`config.mk`:
```
export PLATFORM = sky130hd
export DESIGN_NAME = seq_monitor_flat
export DESIGN_NICKNAME = d
export VERILOG_FILES = /design/src/rtl/seq_monitor_if.sv /design/src/rtl/seq_monitor.sv /design/src/flat_wrapper.sv
export SDC_FILE = /design/constraint.sdc
export NUM_CORES = 1
export LEC_CHECK = 0
export ABC_AREA = 1
export BUFFER_PORTS_ARGS = -buffer_cell sky130_fd_sc_hd__buf_2
export CAP_MARGIN = 5
export CORE_ASPECT_RATIO = 2
export CORE_MARGIN = 3
export CORE_UTILIZATION = 35
export DETAILED_ROUTE_END_ITERATION = 12
export GPL_TIMING_DRIVEN = 1
export SLEW_MARGIN = 15
export SYNTH_ARGS = -nofsm -noshare
export SYNTH_HDL_FRONTEND = slang
export SYNTH_SLANG_ARGS = --single-unit
```
`constraint.sdc`:
```
create_clock -name clk -period 3.7 [get_ports clk]
set_input_delay 0.37 -clock clk [delete_from_list [all_inputs] [get_ports clk]]
set_output_delay 0.37 -clock clk [all_outputs]
set_load 0.1 [all_outputs]
```
`src/rtl/seq_monitor_if.sv`:
```
// Sample/control and status bundle between an upstream 3-bit counter checker client and seq_monitor.
// The master drives the sampled counter bits and controls; the slave returns lock/error status and counts.
interface seq_monitor_if #(
  parameter int CNT_W = 8
);
  logic             q1;
  logic             q2;
  logic             q3;
  logic             in_valid;
  logic             clr;
  logic             locked;
  logic             err;
  logic [7:0]       onehot;
  logic [CNT_W-1:0] mismatch_cnt;
  logic [CNT_W-1:0] wrap_cnt;

  modport master (
    output q1, q2, q3, in_valid, clr,
    input  locked, err, onehot, mismatch_cnt, wrap_cnt
  );

  modport slave (
    input  q1, q2, q3, in_valid, clr,
    output locked, err, onehot, mismatch_cnt, wrap_cnt
  );
endinterface

```
`src/rtl/seq_monitor.sv`:
```
// Watches a 3-bit up-counter sample stream, locks after LOCK_N clean increments and flags
// a sticky error after ERR_N consecutive bad steps while locked.
module seq_monitor #(
  parameter int LOCK_N = 3,
  parameter int ERR_N  = 2,
  parameter int CNT_W  = 8
) (
  input  logic         clk,
  input  logic         reset,
  seq_monitor_if.slave bus
);
  typedef enum logic [1:0] {IDLE, SYNC, LOCKED, ERROR} state_t;

  localparam logic [3:0] LOCK_T = LOCK_N[3:0];
  localparam logic [3:0] ERR_T  = ERR_N[3:0];

  state_t           state_reg;
  logic [2:0]       prev_reg;
  logic [3:0]       streak_reg;
  logic [3:0]       bad_reg;
  logic             locked_reg;
  logic             err_reg;
  logic [7:0]       onehot_reg;
  logic [CNT_W-1:0] mcnt_reg;
  logic [CNT_W-1:0] wcnt_reg;

  logic [2:0] code;
  logic [2:0] exp_code;
  logic       match;
  logic [3:0] streak_next;
  logic [3:0] bad_next;

  assign code        = {bus.q3, bus.q2, bus.q1};
  assign exp_code    = prev_reg + 3'd1;
  assign match       = (code == exp_code);
  assign streak_next = streak_reg + 4'd1;
  assign bad_next    = bad_reg + 4'd1;

  always_ff @(posedge clk or posedge reset) begin
    if (reset) begin
      state_reg  <= IDLE;
      prev_reg   <= '0;
      streak_reg <= '0;
      bad_reg    <= '0;
      locked_reg <= 1'b0;
      err_reg    <= 1'b0;
      onehot_reg <= '0;
      mcnt_reg   <= '0;
      wcnt_reg   <= '0;
    end else if (bus.clr) begin
      // clr wins over a coincident sample; that sample is discarded
      state_reg  <= IDLE;
      prev_reg   <= '0;
      streak_reg <= '0;
      bad_reg    <= '0;
      locked_reg <= 1'b0;
      err_reg    <= 1'b0;
      onehot_reg <= '0;
      mcnt_reg   <= '0;
      wcnt_reg   <= '0;
    end else if (bus.in_valid) begin
      prev_reg   <= code;
      onehot_reg <= 8'd1 << code;
      case (state_reg)
        IDLE: begin
          streak_reg <= '0;
          state_reg  <= SYNC;
        end
        SYNC: begin
          if (match) begin
            streak_reg <= streak_next;
            if (streak_next >= LOCK_T) begin
              state_reg  <= LOCKED;
              locked_reg <= 1'b1;
              bad_reg    <= '0;
            end
          end else begin
            streak_reg <= '0;
          end
        end
        LOCKED: begin
          if (match) begin
            bad_reg <= '0;
            if (prev_reg == 3'd7) wcnt_reg <= wcnt_reg + 1'b1;
          end else begin
            bad_reg <= bad_next;
            if (mcnt_reg != '1) mcnt_reg <= mcnt_reg + 1'b1;
            if (bad_next >= ERR_T) begin
              state_reg  <= ERROR;
              locked_reg <= 1'b0;
              err_reg    <= 1'b1;
            end
          end
        end
        ERROR: begin
          // recovery restarts sync with this matching step already counted
          if (match) begin
            streak_reg <= 4'd1;
            state_reg  <= SYNC;
          end
        end
        default: state_reg <= IDLE;
      endcase
    end
  end

  assign bus.locked       = locked_reg;
  assign bus.err          = err_reg;
  assign bus.onehot       = onehot_reg;
  assign bus.mismatch_cnt = mcnt_reg;
  assign bus.wrap_cnt     = wcnt_reg;
endmodule

```
`src/flat_wrapper.sv`:
```
// flat-port wrapper written by rule: the top's interface ports become plain ports
module seq_monitor_flat 
#(
  parameter int LOCK_N = 3,
  parameter int ERR_N  = 2,
  parameter int CNT_W  = 8
)
  (clk, reset, bus_q1, bus_q2, bus_q3, bus_in_valid, bus_clr, bus_locked, bus_err, bus_onehot, bus_mismatch_cnt, bus_wrap_cnt);
  seq_monitor_if #(.CNT_W(CNT_W)) bus_i ();
  input  logic clk;
  input  logic reset;
  input wire logic [$bits(bus_i.q1)-1:0] bus_q1;
  input wire logic [$bits(bus_i.q2)-1:0] bus_q2;
  input wire logic [$bits(bus_i.q3)-1:0] bus_q3;
  input wire logic [$bits(bus_i.in_valid)-1:0] bus_in_valid;
  input wire logic [$bits(bus_i.clr)-1:0] bus_clr;
  output wire logic [$bits(bus_i.locked)-1:0] bus_locked;
  output wire logic [$bits(bus_i.err)-1:0] bus_err;
  output wire logic [$bits(bus_i.onehot)-1:0] bus_onehot;
  output wire logic [$bits(bus_i.mismatch_cnt)-1:0] bus_mismatch_cnt;
  output wire logic [$bits(bus_i.wrap_cnt)-1:0] bus_wrap_cnt;
  assign bus_i.q1 = bus_q1;
  assign bus_i.q2 = bus_q2;
  assign bus_i.q3 = bus_q3;
  assign bus_i.in_valid = bus_in_valid;
  assign bus_i.clr = bus_clr;
  assign bus_locked = bus_i.locked;
  assign bus_err = bus_i.err;
  assign bus_onehot = bus_i.onehot;
  assign bus_mismatch_cnt = bus_i.mismatch_cnt;
  assign bus_wrap_cnt = bus_i.wrap_cnt;
  seq_monitor #(.LOCK_N(LOCK_N), .ERR_N(ERR_N), .CNT_W(CNT_W)) u_core (.clk(clk), .reset(reset), .bus(bus_i));
endmodule
```
**Word-level counts from Yosys, hierarchy flattened**

Index checks and enable logic that the tools add are counted.

- Add/subtract/negate cells: 5
- Multipliers: 0
- Div/mod/pow operators: 0
- Magnitude comparators: 2
- Equal/unequal tests: 12
- Shifts and indexed selects: 1
- Mux-type cells: 45
- Bitwise gates (word level): 0
- Reductions and logical operators: 16

Operators by type and width:

| operator | number |
|---|---|
| 8-bit two-way mux | 12 |
| 4-bit two-way mux | 9 |
| 8-bit by 1-bit adder with 8-bit output, second input constant | 2 |
| 4-bit AND reduction | 4 |
| 2-bit two-way mux | 7 |
| 3-bit by 2-bit inequality test with 1-bit output, second input constant | 4 |
| 4-bit case mux with 3 select lines | 1 |
| 6-bit AND reduction | 2 |
| 2-bit nonzero test | 6 |
| 1-bit two-way mux | 11 |
| 4-bit by 1-bit adder with 4-bit output, second input constant | 2 |
| 4-bit by 2-bit greater-or-equal comparator with 1-bit output, second input constant | 2 |
| 8-bit inequality test, second input constant | 1 |
| 2-bit case mux with 4 select lines | 1 |
| 4-bit case mux with 2 select lines | 1 |
| 1-bit by 3-bit << shifter with 8-bit output, first input constant | 1 |
| 3-bit two-way mux | 2 |
| 2-bit equality test, second input constant | 2 |
| 4-bit nonzero test | 1 |
| 3-bit by 1-bit adder with 3-bit output, second input constant | 1 |
| 3-bit equality test | 1 |
| 3-bit equality test, second input constant | 1 |
| 3-bit inequality test, second input constant | 1 |
| 3-bit AND reduction | 1 |
| other kinds (5) | 5 |

- Register bits: 39
- Bits in latches: 0
- RAM bits: 0
- Memory bits (read-only): 0
- Input port bits: 7
- Output and inout port bits: 26
- Logic and storage cells: 90
- Memories kept: 0

**Depth between registers and ports, before layout**

Gate-level depths: netlist of run 1.

- Depth after elaboration: 7
- Depth in mapped cells: 12
- Mapped depth without buffers: 12

**Worst setup path after synthesis of run 1**

OpenSTA, ideal clock, no wires.

- Path kind: reg-to-reg
- From: register u_core.mcnt_reg[0] (netlist: u_core.bus.mismatch_cnt[0])
- To: register u_core.mcnt_reg[5] (netlist: u_core.bus.mismatch_cnt[5])
- Library setup time: 129 ps
- Data arrival time: 1960 ps
- Data required time: 3571 ps
- Path slack: 1611 ps
- Stages on the path, launching flop included: 9
- Period minus slack after synthesis: 2089 ps
- Cell sequence: dfrtp_1 ha_1 nand2_1 nor3_2 a21oi_2 nand2_4 inv_2 nand3_1 o21ai_0

- Cells in the longest elaborated chain, start to end: 6
- Elaborated cells between the ends (all ways): 9
- Those cells by class: 1 x add/sub; 1 x eq/ne; 5 x mux; 2 x reduce/logical

Ends and longest elaborated chain:

| element | line | text |
|---|---|---|
| from (decl) | seq_monitor.sv:24 | `logic [CNT_W-1:0] mcnt_reg;` |
| from (signal assigned) | seq_monitor.sv:87 | `if (mcnt_reg != '1) mcnt_reg <= mcnt_reg + 1'b1;` |
| 8-bit by 1-bit adder with 8-bit output | seq_monitor.sv:87 |  |
| 8-bit two-way mux | seq_monitor.sv:87 |  |
| 8-bit two-way mux | seq_monitor.sv:82 | `if (match) begin` |
| 8-bit two-way mux | seq_monitor.sv:64 | `case (state_reg)` |
| 8-bit two-way mux | seq_monitor.sv:61 | `end else if (bus.in_valid) begin` |
| 8-bit two-way mux | seq_monitor.sv:50 | `end else if (bus.clr) begin` |

Several ways; a longest one is shown, not always the timed one. The select of a mux whose other input is x is not followed.
A chain may end at the register's enable or synchronous reset.

**Worst setup path after layout of run 1**

- From: register u_core.prev_reg[0]
- To: register u_core.streak_reg[1]

- Cells in the longest elaborated chain, start to end: 6
- Elaborated cells between the ends (all ways): 8
- Those cells by class: 1 x add/sub; 2 x eq/ne; 4 x mux; 1 x reduce/logical

Ends and longest elaborated chain:

| element | line | text |
|---|---|---|
| from (decl) | seq_monitor.sv:18 | `logic [2:0] prev_reg;` |
| from (signal assigned) | seq_monitor.sv:62 | `prev_reg <= code;` |
| 3-bit by 1-bit adder with 3-bit output (*) | seq_monitor.sv:34 | `assign exp_code = prev_reg + 3'd1;` |
| 3-bit equality test (*) | seq_monitor.sv:35 | `assign match = (code == exp_code);` |
| 4-bit two-way mux | seq_monitor.sv:70 | `if (match) begin` |
| 4-bit case mux with 3 select lines | seq_monitor.sv:64 |  |
| 4-bit two-way mux | seq_monitor.sv:61 |  |
| 4-bit two-way mux | seq_monitor.sv:50 |  |
| to (signal assigned) | seq_monitor.sv:71 | `streak_reg <= streak_next;` |
| to (decl) | seq_monitor.sv:19 | `logic [3:0] streak_reg;` |

Every way passes the cells marked *; elsewhere a longest branch is shown, timed or not. The select of a mux whose other input is x is not followed.

==> results by group, run 1 <==
Timing
  • Peak Freq: ~520 MHz
  • Min cycle time layout: between 1.5 and 2 ns
  • Max Slew Vio Count: 0
  • Final period util: between 50% and 60%
  • Worst-Margin Slew: between 0.8 and 0.9 ns
  • Final hold violations: 0
  • TNS Setup: 0 ns
  • Unrepaired setup endpoints after global routing: no
  • Final Setup Violations: 0
  • Worst rel slew slack: between 40% and 50%
  • Setup Skew: roughly 0.0016 ns

Pwr
  • Pwr Density: 577.6 mW/mm²
  • Peak VDD IR: 296.6 µV
  • Pleak: approximately 1.4 nW

GRT
  • Vias in the first global route: about 2,000
  • Gr ovfl total: 0
  • GR Layer Usage met3: between 2 and 3%
  • Pin count of the biggest net entering global routing: 23
  • Overall routing resource usage: around 15%
  • First-pass GRT wire length: about 9.0 mm
  • Gr busiest metal: met2
  • Met1 Usage GRT: approximately 16%
  • GR Util met2: between 20% and 30%
  • Number of antenna violations at the first check in global routing: 0

Floorplan
  • Rows: 41
  • Die Width: ~63 µm
  • Full die area: approximately 0.0076 mm²
  • Ports: 33
  • Starting Density: 36.29%
  • Die height: 120.4 µm
  • Core area: around 0.0063 mm²

Layout
  • Area Growth Syn to Fin: 17.49%
  • # diodes: 0
  • Fin nets: around 360
  • Layout Cells excl Fill: between 400 and 500
  • # fillers: 660
  • Layout cell share with drive strength beyond 1: 17.51%

Drt
  • DR WL/cell: about 12 µm
  • DR pass1 iterations: 4
  • DR vias: 2,019
  • Routed Antenna Nets: 0
  • DRC Markers: 0
  • Drt via density: 4.773
  • Final WL: just over 5 mm
  • Drt first-iter violations: 69

Critical path
  • Critical Path RT: between 3 and 4 ns
  • Family with the most delay on the worst path: simple AND/OR/NAND/NOR gates
  • Worst-path cell chain: ha_1 > ha_1 > inv_1 > nand2_1 > nand2_1 > nand3_4 > nor2_2 > nand2_1 > nor2_1 > nand2_1 > nand2_1
  • Buffers & Inverters on Critical Path: 1
  • Crit-path max cell delay: roughly 0.4 ns
  • Worst r2r path cells: 11
  • Most frequent CP cell: nand2_1
  • Critical Path End Type: register
  • Critical Path Slowest Stage Cell: dfrtp_1
  • Crit path kind: register to register
  • Critical path data arrival time: between 2 and 2.5 ns
  • Worst setup path start: u_core.prev_reg[0]$_DFFE_PP0P_
  • RR Startpoint: u_core.prev_reg[0]$_DFFE_PP0P_
  • Reg2reg end: u_core.streak_reg[1]$_DFFE_PP0P_
  • Critical Path Source Type: register
  • R2R Setup Slk: 1.76 ns
  • Worst Setup EP: u_core.streak_reg[1]$_DFFE_PP0P_
  • Critical path depth: 11
  • Crit Path Max Fanout: 7

Clock tree
  • Root buffer cell: clkbuf_16
  • CTS hold repair buffers: 0
  • CTS sink cnt: 39
  • Htree depth: 2
  • Worst-path clk slew: 0.06 ns
  • CTS tree: yes
  • Number of post-CTS setup repair buffers: 0
  • Post-CTS sizing: 0
  • CTS max path bufs: 2
  • Clk_lat worst skew: approximately 0.29 ns
  • Cts bufs inserted: 5

Yosys
  • EDFF count, synth: 0
  • Register bit total from synthesis: 39
  • Top cell type's share of synthesized area: between 40% and 50%
  • Synth Area per Inst: around 7.7 µm²
  • Synth top cells by count: nand2_1, dfrtp_1, inv_1
  • YS warnings: 0
  • Syn Inst Count: between 200 and 300
  • Netlist cell types: 29
  • Area contributors post-synth: dfrtp_1, nand2_1, ha_1, inv_1, nor2_1
  • Most common cell in the netlist: nand2_1
  • Cell area after synthesis: between 0.002 and 0.0025 mm²
  • Share of the yosys chip area belonging to registers: 42.62%
  • Yosys top cell by area: dfrtp_1
  • Top FF cell, synth: dfrtp_1
  • Asr flop ratio synth: 100.0%
  • Syn_nets: 318

Place
  • Gpl congestion: approximately 0.84
  • Post-DP HPWL: between 4 and 5 mm
  • Placed insts: about 420
  • Number of port buffers: 32

Worst hold path
  • Hold/Removal Path Class: input port to asynchronous set/reset pin

Outcome
  • Outcome: finished, final reports clean

Job
  • Max cap viols: 0
-- per-stage QoR --
stage               hold slack, ns  setup slack, ns  util (%)  cell area (µm²)  total power, W
global placement            0.4729            1.781     40.33             2545        0.001136
finish                      0.2383            1.761     42.63             2690        0.001554
floorplan                   0.4539            1.611         -             2290        0.001024
global route                0.3153            1.605     42.63             2690        0.001650
detailed placement          0.4735            1.763     40.33             2545        0.001140
CTS                         0.2731            1.751     42.63             2690        0.001573
-- layout by cell type, fill, tap and decap left out --
master	count
a21oi_1	7
a21oi_2	3
buf_2	32
buf_4	1
clkbuf_16	5
clkinv_2	1
clkinvlp_4	2
dfrtp_1	39
ha_1	12
inv_1	29
inv_2	5
nand2_1	99
nand2_2	1
nand2_4	3
nand3_1	20
nand3_4	1
nand3b_1	1
nand4_1	6
nor2_1	28
nor2_2	1
nor2_4	1
nor3_1	6
nor3_2	1
o211ai_1	1
o21a_1	1
o21ai_0	13
o21ai_1	6
o22ai_1	1
or2_2	1
xnor2_2	1
xor2_1	9
-- kinds of logic after synthesis --
group | synth area share (%)
AOI/OAI and AO/OA | 7.760
xor gates and xnor gates | 4.153
adders and majority gates | 6.557
buffers and inverters | 6.448
DFF | 42.62
and+or+nand+nor | 32.46
-- report_power, final --
part | leakage (nW) | total, W | switching (W) | internal, W
sequential | 0.533 | 0.000532 | 0.0000553 | 0.000477
clock | 0.0658 | 0.000428 | 0.000180 | 0.000248
combinational | 0.811 | 0.000594 | 0.000461 | 0.000133
total | 1.41 | 0.00155 | 0.000696 | 0.000858
-- layer usage --
layer | up-vias | wire length (µm)
met3 | 10 | 145
met5 | - | 0
met4 | 0 | 105
li1 | 1030 | -
met2 | 27 | 2833
met1 | 952 | 2112
-- worst min-delay path by stage --
stage                                startpoint                          endpoint  slack (ns)  depth (start not counted)
2_1_floorplan    u_core.prev_reg[2]$_DFFE_PP0P_    u_core.prev_reg[2]$_DFFE_PP0P_        0.45                          2
3_3_place_gp   u_core.bus.onehot[3]$_DFFE_PP0P_  u_core.bus.onehot[3]$_DFFE_PP0P_        0.47                          2
6_report                                  reset  u_core.bus.onehot[1]$_DFFE_PP0P_        0.24                          2
4_1_cts                                   reset    u_core.prev_reg[0]$_DFFE_PP0P_        0.27                          2
5_1_grt                                   reset    u_core.prev_reg[1]$_DFFE_PP0P_        0.32                          2
3_5_place_dp   u_core.bus.onehot[1]$_DFFE_PP0P_  u_core.bus.onehot[1]$_DFFE_PP0P_        0.47                          2
-- layout make-up --
| class | instances | area (µm²) | area share (%) |
|---|---|---|---|
| Clock buffer | 5 | 125.1 | 4.651 |
| Inverter | 34 | 127.6 | 4.744 |
| Timing Repair Buffer | 33 | 167.7 | 6.233 |
| Sequential cell | 39 | 975.9 | 36.28 |
| Clock inverter | 3 | 20.02 | 0.7442 |
| Tap cell | 86 | 107.6 | 4.000 |
| Multi-Input combinational cell | 223 | 1166 | 43.35 |
(Power assumes the default switching activity.)
==> inputs of run 2 (changes only) <==
Clock period 3.7 ns to 1.95 ns, I/O delays scaled along.
==> results by group, run 2 (synthesis gave the netlist of run 1 again) <==
Critical path
  • Crit path kind: register to register
  • Buffers & Inverters on Critical Path: 2
  • Worst setup path start: u_core.prev_reg[0]$_DFFE_PP0P_
  • RR Startpoint: u_core.prev_reg[0]$_DFFE_PP0P_
  • Critical Path End Type: register
  • Crit-path max cell delay: approximately 0.4 ns
  • R2R Setup Slk: approximately 0.14 ns
  • Critical path data arrival time: ~2 ns
  • Critical Path Source Type: register
  • Worst r2r path cells: 12
  • Most frequent CP cell: nand2_1
  • Critical Path Slowest Stage Cell: dfrtp_1
  • Crit Path Max Fanout: 7
  • Worst-path cell chain: ha_2 > ha_4 > inv_1 > nand2_1 > nand2_2 > nand3_4 > nand2_4 > inv_2 > nand2_1 > nand3_2 > nand2_1 > nand2_1
  • Critical Path RT: roughly 2.1 ns
  • Reg2reg end: u_core.streak_reg[0]$_DFFE_PP0P_
  • Family with the most delay on the worst path: simple AND/OR/NAND/NOR gates

Layout
  • Area Growth Syn to Fin: 22.02%
  • Fin nets: roughly 360
  • Util after Layout: 44.28%
  • # fillers: 655
  • Most frequent cells in the layout: nand2_1, dfrtp_1, buf_2
  • # diodes: 0
  • Area occupied by multi-input gates: 0.001212 mm²
  • Reg area: around 980 µm²
  • Layout cell share with drive strength beyond 1: 21.41%
  • Most common cell after layout, fill and taps aside: nand2_1

Pwr
  • Pleak: roughly 1.4 nW
  • Peak VDD IR: between 600 and 700 µV
  • Logic pwr share: 37.5%
  • Total power: 0.003129 W
  • Switching part of the total power: 42.86%
  • Sw power: ~0.0013 W
  • Seq pwr share: 32.4%
  • P_int: ~0.0018 W
  • Clock share of power: a little under a third
  • Pwr Density: about 1100 mW/mm²

Place
  • Gpl congestion: approximately 0.85
  • Placement Setup Slack: between 0.05 and 0.06 ns
  • Number of port buffers: 32
  • Post-DP HPWL: 4.001 mm

Drt
  • DR vias: between 1,500 and 2,000
  • Drt first-iter violations: 86
  • Final WL: ~5.2 mm
  • DRC Markers: 0
  • DR WL/cell: about 12 µm
  • DR pass1 iterations: 4
  • Drt via density: around 4.7
  • Routed Antenna Nets: 0

Outcome
  • Outcome: finished, final reports clean

Clock tree
  • Cts bufs inserted: 5
  • CTS sink cnt: 39
  • Htree depth: 2
  • Worst-path clk slew: approximately 0.060 ns
  • CTS max path bufs: 2
  • Clk_lat worst skew: about 0.29 ns
  • CTS tree: yes
  • Root buffer cell: clkbuf_16
  • CTS hold repair buffers: 0

Job
  • Max cap viols: 0

Timing
  • Max Slew Vio Count: 0
  • Final Setup Violations: 0
  • Worst-Margin Slew: between 0.4 and 0.5 ns
  • Setup Skew: 0.009478 ns
  • Minimum hold slack: roughly 0.019 ns
  • Final period util: between 90% and 100%
  • Worst rel slew slack: about two thirds
  • Final hold violations: 0
  • Min cycle time layout: between 1.5 and 2 ns
  • TNS Setup: 0 ns
  • Peak Freq: around 550 MHz
  • Final setup margin: 0.1416 ns

GRT
  • First-pass GRT wire length: approximately 9.1 mm
  • GR Layer Usage met3: 3.532%
  • Met1 Usage GRT: approximately 16%
  • Gr ovfl total: 0
  • Overall routing resource usage: ~15%
  • Pin count of the biggest net entering global routing: 40
  • GR Util met2: 27.99%
  • Gr busiest metal: met2
  • Number of antenna violations at the first check in global routing: 0
  • Vias in the first global route: about 2,000

Worst hold path
  • Hold/Removal Path Class: input port to asynchronous set/reset pin

Floorplan
  • Core area: ~0.0063 mm²
  • Full die area: 0.007607 mm²
  • Starting Density: around 36%
  • Die height: 120.4 µm
  • Die Width: around 63 µm
  • Ports: 33
  • Rows: slightly above 40
run 2: changes by cell type in the layout (fill, tap and decap cells not counted), sizes merged:
cell,before,now
clkinvlp,2,0
bufinv,0,1
clkinv,1,2
buf,33,37
run 2: worst reg2reg max path, stage by stage (launching register included):
cell     delay (ns)
dfrtp_1        0.40
ha_2           0.22
ha_4           0.24
inv_1          0.05
nand2_1        0.05
nand2_2        0.09
nand3_4        0.15
nand2_4        0.13
inv_2          0.07
nand2_1        0.08
nand3_2        0.10
nand2_1        0.08
nand2_1        0.05
run 2: cell type report:
type	count	area share, %
flip-flops and latches	39	35.06
well taps	86	3.851
multi-input cells	223	43.39
clock buffers	5	4.478
clock inverters	3	1.567
repair buffers	37	7.076
inverters	34	4.568
run 2: how the worst max path moves through the flow:
stage                                                   to  slack, ns  cells after the start
floorplan           u_core.bus.mismatch_cnt[5]$_DFFE_PP0P_      0.007                      7
global placement          u_core.streak_reg[3]$_DFFE_PP0P_       0.09                     12
detailed placement        u_core.streak_reg[3]$_DFFE_PP0P_       0.06                     12
CTS                       u_core.streak_reg[3]$_DFFE_PP0P_       0.05                     12
global route              u_core.streak_reg[0]$_DFFE_PP0P_     -0.001                     12
finish                    u_core.streak_reg[0]$_DFFE_PP0P_       0.14                     12
run 2: power groups by stage:
stage	Combinational (W)	Sequential, W	Clock (W)
after floorplan	0.000490	0.00146	0
after CTS	0.00116	0.00101	0.000970
after global placement	0.00114	0.00103	0
after detailed placement	0.00116	0.00103	0
after global routing	0.00129	0.00103	0.000991
final	0.00117	0.00101	0.000941
run 2: layer usage:
metal | routed length [µm] | share of wire [%]
met1 | 2073 | 40
met5 | 0 | 0
met3 | 183 | 3.5
met2 | 2882 | 55
met4 | 92 | 1.8
run 2: per-stage QoR:
stage	instance area (µm²)	std cells
after detailed placement	2571	418
after global routing	2794	427
after floorplan	2293	299
final	2794	427
after global placement	2571	418
after CTS	2740	426
run 2: repair_timing:
| item | CTS | global route |
|---|---|---|
| gates resized for setup | 0 | 9 |
| endpoints found under the setup margin | 0 | 14 |
| setup buffers | 0 | 1 |
| endpoints found under the hold margin | 0 | 0 |
